[src/rtl/memory_pkg.sv]
// Shared constants and types for the four-client RAM arbiter.
package memory_pkg;

    localparam int ADDR_WIDTH = 7;
    localparam int DATA_WIDTH = 8;
    localparam int NUM_PORTS  = 4;
    localparam int MEM_DEPTH  = 128;

    typedef logic [ADDR_WIDTH-1:0] addr_t;
    typedef logic [DATA_WIDTH-1:0] data_t;
    typedef logic [1:0]            port_sel_t;

endpackage : memory_pkg

[src/rtl/memory_array.sv]
// Single-port RAM with synchronous write, asynchronous whole-array clear and a
// combinational read path. The read value is captured one level up in the
// per-client output registers, which gives the one-clock read latency and the
// read-before-write behaviour (the register samples the word before the write
// lands on the same edge).
module memory_array #(
    parameter int ADDR_WIDTH = memory_pkg::ADDR_WIDTH,
    parameter int DATA_WIDTH = memory_pkg::DATA_WIDTH
) (
    input  logic                  clk,
    input  logic                  rst,
    input  logic                  we,
    input  logic                  re,
    input  logic [ADDR_WIDTH-1:0] addr,
    input  logic [DATA_WIDTH-1:0] din,
    output logic [DATA_WIDTH-1:0] dout
);

    localparam int DEPTH = 1 << ADDR_WIDTH;

    logic [DATA_WIDTH-1:0] mem_q [DEPTH];

    // Storage: every word is cleared while rst is high, otherwise one write per edge.
    always_ff @(posedge clk or posedge rst) begin
        if (rst) begin
            for (int i = 0; i < DEPTH; i++) begin
                mem_q[i] <= '0;
            end
        end else if (we) begin
            mem_q[addr] <= din;
        end
    end

    // Read path: word at the current address, zero when no read is requested.
    assign dout = re ? mem_q[addr] : '0;

endmodule : memory_array

[src/rtl/memory_controller.sv]
// Time-multiplexed arbiter: `state` picks which of four clients drives the
// single RAM port this cycle; each client owns a registered read-data output
// that only updates when that client is selected, enabled and reading.
module memory_controller #(
    parameter int ADDR_WIDTH = memory_pkg::ADDR_WIDTH,
    parameter int DATA_WIDTH = memory_pkg::DATA_WIDTH
) (
    input  logic                  clk,
    input  logic                  rst,
    input  logic                  en,
    input  logic [1:0]            state,
    input  logic                  read0,
    input  logic                  read1,
    input  logic                  read2,
    input  logic                  read3,
    input  logic                  write0,
    input  logic                  write1,
    input  logic                  write2,
    input  logic                  write3,
    input  logic [ADDR_WIDTH-1:0] address0,
    input  logic [ADDR_WIDTH-1:0] address1,
    input  logic [ADDR_WIDTH-1:0] address2,
    input  logic [ADDR_WIDTH-1:0] address3,
    input  logic [DATA_WIDTH-1:0] input_data0,
    input  logic [DATA_WIDTH-1:0] input_data1,
    input  logic [DATA_WIDTH-1:0] input_data2,
    input  logic [DATA_WIDTH-1:0] input_data3,
    output logic [DATA_WIDTH-1:0] output_data0,
    output logic [DATA_WIDTH-1:0] output_data1,
    output logic [DATA_WIDTH-1:0] output_data2,
    output logic [DATA_WIDTH-1:0] output_data3
);

    import memory_pkg::*;

    // Per-client request bundles gathered into indexable form.
    logic [NUM_PORTS-1:0]  rd_vec;
    logic [NUM_PORTS-1:0]  wr_vec;
    logic [ADDR_WIDTH-1:0] addr_arr [NUM_PORTS];
    logic [DATA_WIDTH-1:0] din_arr  [NUM_PORTS];

    assign rd_vec      = {read3, read2, read1, read0};
    assign wr_vec      = {write3, write2, write1, write0};
    assign addr_arr[0] = address0;
    assign addr_arr[1] = address1;
    assign addr_arr[2] = address2;
    assign addr_arr[3] = address3;
    assign din_arr[0]  = input_data0;
    assign din_arr[1]  = input_data1;
    assign din_arr[2]  = input_data2;
    assign din_arr[3]  = input_data3;

    port_sel_t             sel;
    logic                  ram_we;
    logic                  ram_re;
    logic [ADDR_WIDTH-1:0] ram_addr;
    logic [DATA_WIDTH-1:0] ram_din;
    logic [DATA_WIDTH-1:0] ram_dout;

    assign sel = state;

    // 4:1 request mux; en gates both directions so a disabled cycle is a no-op.
    always_comb begin
        ram_we   = en & wr_vec[sel];
        ram_re   = en & rd_vec[sel];
        ram_addr = addr_arr[sel];
        ram_din  = din_arr[sel];
    end

    memory_array #(
        .ADDR_WIDTH (ADDR_WIDTH),
        .DATA_WIDTH (DATA_WIDTH)
    ) u_memory_array (
        .clk  (clk),
        .rst  (rst),
        .we   (ram_we),
        .re   (ram_re),
        .addr (ram_addr),
        .din  (ram_din),
        .dout (ram_dout)
    );

    // Load enable per client: only the selected client's register may update.
    logic [NUM_PORTS-1:0] load_vec;

    generate
        for (genvar gi = 0; gi < NUM_PORTS; gi++) begin : g_load
            assign load_vec[gi] = ram_re && (sel == port_sel_t'(gi));
        end
    endgenerate

    logic [DATA_WIDTH-1:0] out_q [NUM_PORTS];
    logic [DATA_WIDTH-1:0] out_d [NUM_PORTS];

    // Next-state for the read-data registers: capture RAM data or hold.
    always_comb begin
        for (int p = 0; p < NUM_PORTS; p++) begin
            out_d[p] = out_q[p];
            if (load_vec[p]) begin
                out_d[p] = ram_dout;
            end
        end
    end

    // Read-data registers, cleared asynchronously with the RAM.
    always_ff @(posedge clk or posedge rst) begin
        if (rst) begin
            for (int p = 0; p < NUM_PORTS; p++) begin
                out_q[p] <= '0;
            end
        end else begin
            for (int p = 0; p < NUM_PORTS; p++) begin
                out_q[p] <= out_d[p];
            end
        end
    end

    assign output_data0 = out_q[0];
    assign output_data1 = out_q[1];
    assign output_data2 = out_q[2];
    assign output_data3 = out_q[3];

endmodule : memory_controller

[config.mk]
export PLATFORM = sky130hd
export DESIGN_NAME = memory_controller
export DESIGN_NICKNAME = d
export VERILOG_FILES = /design/src/rtl/memory_pkg.sv /design/src/rtl/memory_array.sv /design/src/rtl/memory_controller.sv
export SDC_FILE = /design/constraint.sdc
export NUM_CORES = 2
export LEC_CHECK = 0
export ABC_AREA = 1
export CORE_MARGIN = 2
export CORE_UTILIZATION = 40
export CTS_BUF_LIST = sky130_fd_sc_hd__clkbuf_8
export DETAILED_ROUTE_END_ITERATION = 6
export SYNTH_ARGS = -nofsm -noshare
export SYNTH_HDL_FRONTEND = slang
export SYNTH_SLANG_ARGS = --single-unit
[constraint.sdc]
create_clock -name clk -period 43.8 [get_ports clk]
set_input_delay 8.76 -clock clk [delete_from_list [all_inputs] [get_ports clk]]
set_output_delay 8.76 -clock clk [all_outputs]
set_load 0.01 [all_outputs]
==> impl_summary.txt <==
----------------------------------------------------
[Synth]
  Mean area per synthesized cell ... approximately 7.8 sq um
  Ranking of synthesized cells by area ... dfrtp_1 (52%), nand2_1 (18%), o21ai_0 (12%)
  Post-synthesis cell type with the largest combined area ... dfrtp_1
  Mapped Area ... 0.0506 sq mm
  Distinct cells, synth ... 36
  Top cell type's share of synthesized area ... around 52%
  Sequential element share of the synthesized area ... 52.2%
  Synthesis-stage register bit count ... 1056
  Count of mapped cells out of synthesis ... around 6.5k
  Synthesized net count ... around 6.5k
  Synth warnings ... 0

[Drt]
  DRC errors left ... 0
  DRT Pass-1 Iters ... 6
  Via count of the routed design ... 43.0k
  Iteration-0 DRC Markers ... about 4.5k
  Routed wire length ... approximately 160000 microns
  Average wire per standard cell ... between 15 and 20 microns
  Mean number of vias per cell ... approximately 5.3
  Antenna viol nets, final ... 0

[Worst hold path]
  Path type of the worst min-delay path ... flop to flop

[STA]
  Max Clock Freq ... approximately 0.071 GHz
  Total count of hold-check failures in the final report ... 0
  Max_slew headroom ... between 10% and 20%
  Setup violations, final ... 0
  Final worst-path cycle share ... about a third
  Final max-slew violation count ... 0
  Worst-margin pin slew ... about 1.3 ns
  Setup_tns ... 0 ns
  Time the final worst path needs with I/O delays and setup ... ~14 ns
  Final clock skew ... about 0.049 ns
  Setup repair after global routing missed its margin ... false

[Placed design]
  Global placement routability congestion ... a little under 0.9
  HPWL reported at the end of detailed placement ... 94400 microns
  Number of buffers added on ports ... 104

[Clock network]
  Maximum root-to-sink buffer count ... 3
  Clock slew seen by the registers of the worst setup and hold paths ... 0.06 ns
  Clock tree sinks ... roughly 1.1k
  Clock root buffer master ... clkbuf_8
  Max H-tree Level ... 4
  Clock tree from TritonCTS ... done
  Hold-fix buffers at CTS ... 0
  CTS-repair resized insts ... 0
  Post-CTS Setup Repair Bufs ... 0
  Num CTS Buffers ... approximately 190
  Insertion delay to the later sink of the worst-skew pair ... about 0.87 ns

[Critical path]
  Kind of critical path ... input pin to flop
  Start of the worst register-to-register path ... u_memory_array.mem_q[626]$_DFFE_PP0P_
  Flop2flop setup slack ... about 41 ns
  Max Fanout on Critical Path ... between 100 and 150
  End of the worst register-to-register path ... output_data3[2]$_DFFE_PP0P_
  Data arrival time of the worst path ... around 15 ns
  CP Capture Point ... output_data1[4]$_DFFE_PP0P_
  Worst setup SP type ... input pin
  Length in cells of the worst reg-to-reg path ... 8
  Endpoint required time on the critical path ... ~45 ns
  Kind of end point of the critical path ... flop
  Timing startpoint of the critical path ... state[1]

[Status]
  Result of the run ... complete, no violations

[Die]
  DIE HEIGHT ... around 360 microns
  Die area ... approximately 0.13 sq mm
  Area of the placeable core ... 0.126 sq mm
  Die width ... approximately 360 microns
  Total number of placement rows ... 130
  Initial cell density of the core ... around two fifths
  Count of pins on the block boundary ... roughly 110

[GRT]
  Number of antenna violations at the first check in global routing ... 3
  Grt ovf ... 0
  GRT Util Overall ... between 20% and 30%
  Number of global-route vias before repair ... roughly 40k
  First-pass GRT wire length ... 247000 microns
  Largest net degree at the start of global routing ... 166

[Power and ir drop]
  Max VDD drop ... about 0.029 mV
  Pwr per Cell Area ... around 42 mW/mm^2
  Post-layout total power ... 2.37 mW
  Leakage component of the power ... 27.0 nW

[Finish]
  Leading cell type in the layout, fill and taps excluded ... nand2_1
  Layout cells sized above 1 ... under 10%
  Fill cell instance count of the final layout ... between 10k and 15k
  Area added between synthesis and finish ... 10.3%
  # nets final ... ~6.4k
  Leading cell types in the layout, fill and taps excluded ... nand2_1 (2462), o21ai_0 (1192), dfrtp_1 (1056), nor2_1 (466), inv_1 (324)

[Run]
  Number of max-cap violations ... 0

----------------------------------------------------
[state kept, by name, summed over array words and instances (netlist names)]
| register | count |
|---|---|
| output_data2 | 8 |
| u_memory_array.mem_q | 1024 |
| output_data0 | 8 |
| output_data1 | 8 |
| output_data3 | 8 |
[through the flow]
step	hold slack (ns)	worst slack (ns)	cell area [sq um]	std cells	util [%]
floorplan	0.444	5.32	50600	6469	-
global placement	0.457	29.09	52200	7838	41.6
detailed placement	0.465	29.07	52200	7838	41.6
CTS	0.479	29.98	55800	8163	44.5
global route	0.492	29.52	55800	8164	44.5
finish	0.476	29.75	55900	8166	44.5
[synth_stat cells]
master and n:
nand2_1 2462, inv_2 10, nand2_4 57, dfrtp_1 1056
nor3_4 9, inv_6 1, inv_4 2, a21oi_1 4
buf_2 172, o21ai_4 1, nor3_1 1, or2_2 4
a22o_2 1, clkbuf_1 188, nor3_2 3, nand2_2 32
o21bai_1 4, a221oi_1 8, buf_6 32, nand3b_1 118
buf_4 43, a22o_1 19, o21ai_1 102, nor2_4 9
inv_1 260, nor2_2 8, buf_1 11, nor2_1 469
nor2_8 1, o21ai_0 1192, a22oi_1 2, nand4_1 13
clkinv_2 2, nand3_1 171, clkinv_4 1, clkinv_1 1
[kinds of logic after synthesis]
group,after synthesis,share of synthesized area [%]
compound gates,1333,13.4
buf+inv,723,6.61
flops,1056,52.2
simple gates,3357,27.7
[final cells by class]
cell class                      instances  area [sq um]  share of cell area (%)
Tap cell                             1650          2060                    3.70
Clock buffer                          236          3250                    5.82
Timing Repair Buffer                  165          1560                    2.80
Clock inverter                         89           414                   0.741
Sequential cell                      1056         26400                    47.3
Multi-Input combinational cell       4690         21100                    37.7
Inverter                              277          1070                    1.91
Antenna cell                            3          7.51                  0.0134
[layer usage]
layer  up-vias  track usage (%)  wire (microns)
met5         -            0.777             138
met4         2             7.85            4540
met3       255             5.00           11700
met2      1493             37.1           70400
met1     20800             34.8           72500
li1      20500                -               -
[worst min-delay path by stage]
| stage | from | endpoint | slack (ns) | cells after the start |
|---|---|---|---|---|
| after floorplan | u_memory_array.mem_q[1017]$_DFFE_PP0P_ | u_memory_array.mem_q[1017]$_DFFE_PP0P_ | 0.44 | 2 |
| after detailed placement | u_memory_array.mem_q[936]$_DFFE_PP0P_ | u_memory_array.mem_q[936]$_DFFE_PP0P_ | 0.46 | 2 |
| after global placement | u_memory_array.mem_q[79]$_DFFE_PP0P_ | u_memory_array.mem_q[79]$_DFFE_PP0P_ | 0.46 | 2 |
| after CTS | u_memory_array.mem_q[940]$_DFFE_PP0P_ | u_memory_array.mem_q[940]$_DFFE_PP0P_ | 0.48 | 2 |
| final | u_memory_array.mem_q[669]$_DFFE_PP0P_ | u_memory_array.mem_q[669]$_DFFE_PP0P_ | 0.48 | 2 |
| after global routing | u_memory_array.mem_q[665]$_DFFE_PP0P_ | u_memory_array.mem_q[665]$_DFFE_PP0P_ | 0.49 | 2 |
[power by group]
| part | internal [mW] | total (mW) | leakage (nW) | switching, mW |
|---|---|---|---|---|
| clock | 0.486 | 0.901 | 2.15 | 0.415 |
| sequential | 1.04 | 1.09 | 14.6 | 0.0415 |
| combinational | 0.111 | 0.380 | 10.2 | 0.270 |
[critical path, stage by stage]
cell,delay (ns)
clkdlybuf4s50_1,0.88
inv_1,0.28
nand2_8,0.41
nand2_8,0.50
inv_8,0.75
buf_4,0.90
nor2_1,0.06
o21ai_0,0.25
nand2_1,0.13
nor2_1,0.16
nor2_1,0.06
nor2_1,0.41
nand3_1,0.24
nor2_1,0.59
nand3_1,0.14
nand2_1,0.09
No activity file was read; power rests on OpenSTA's default activity.
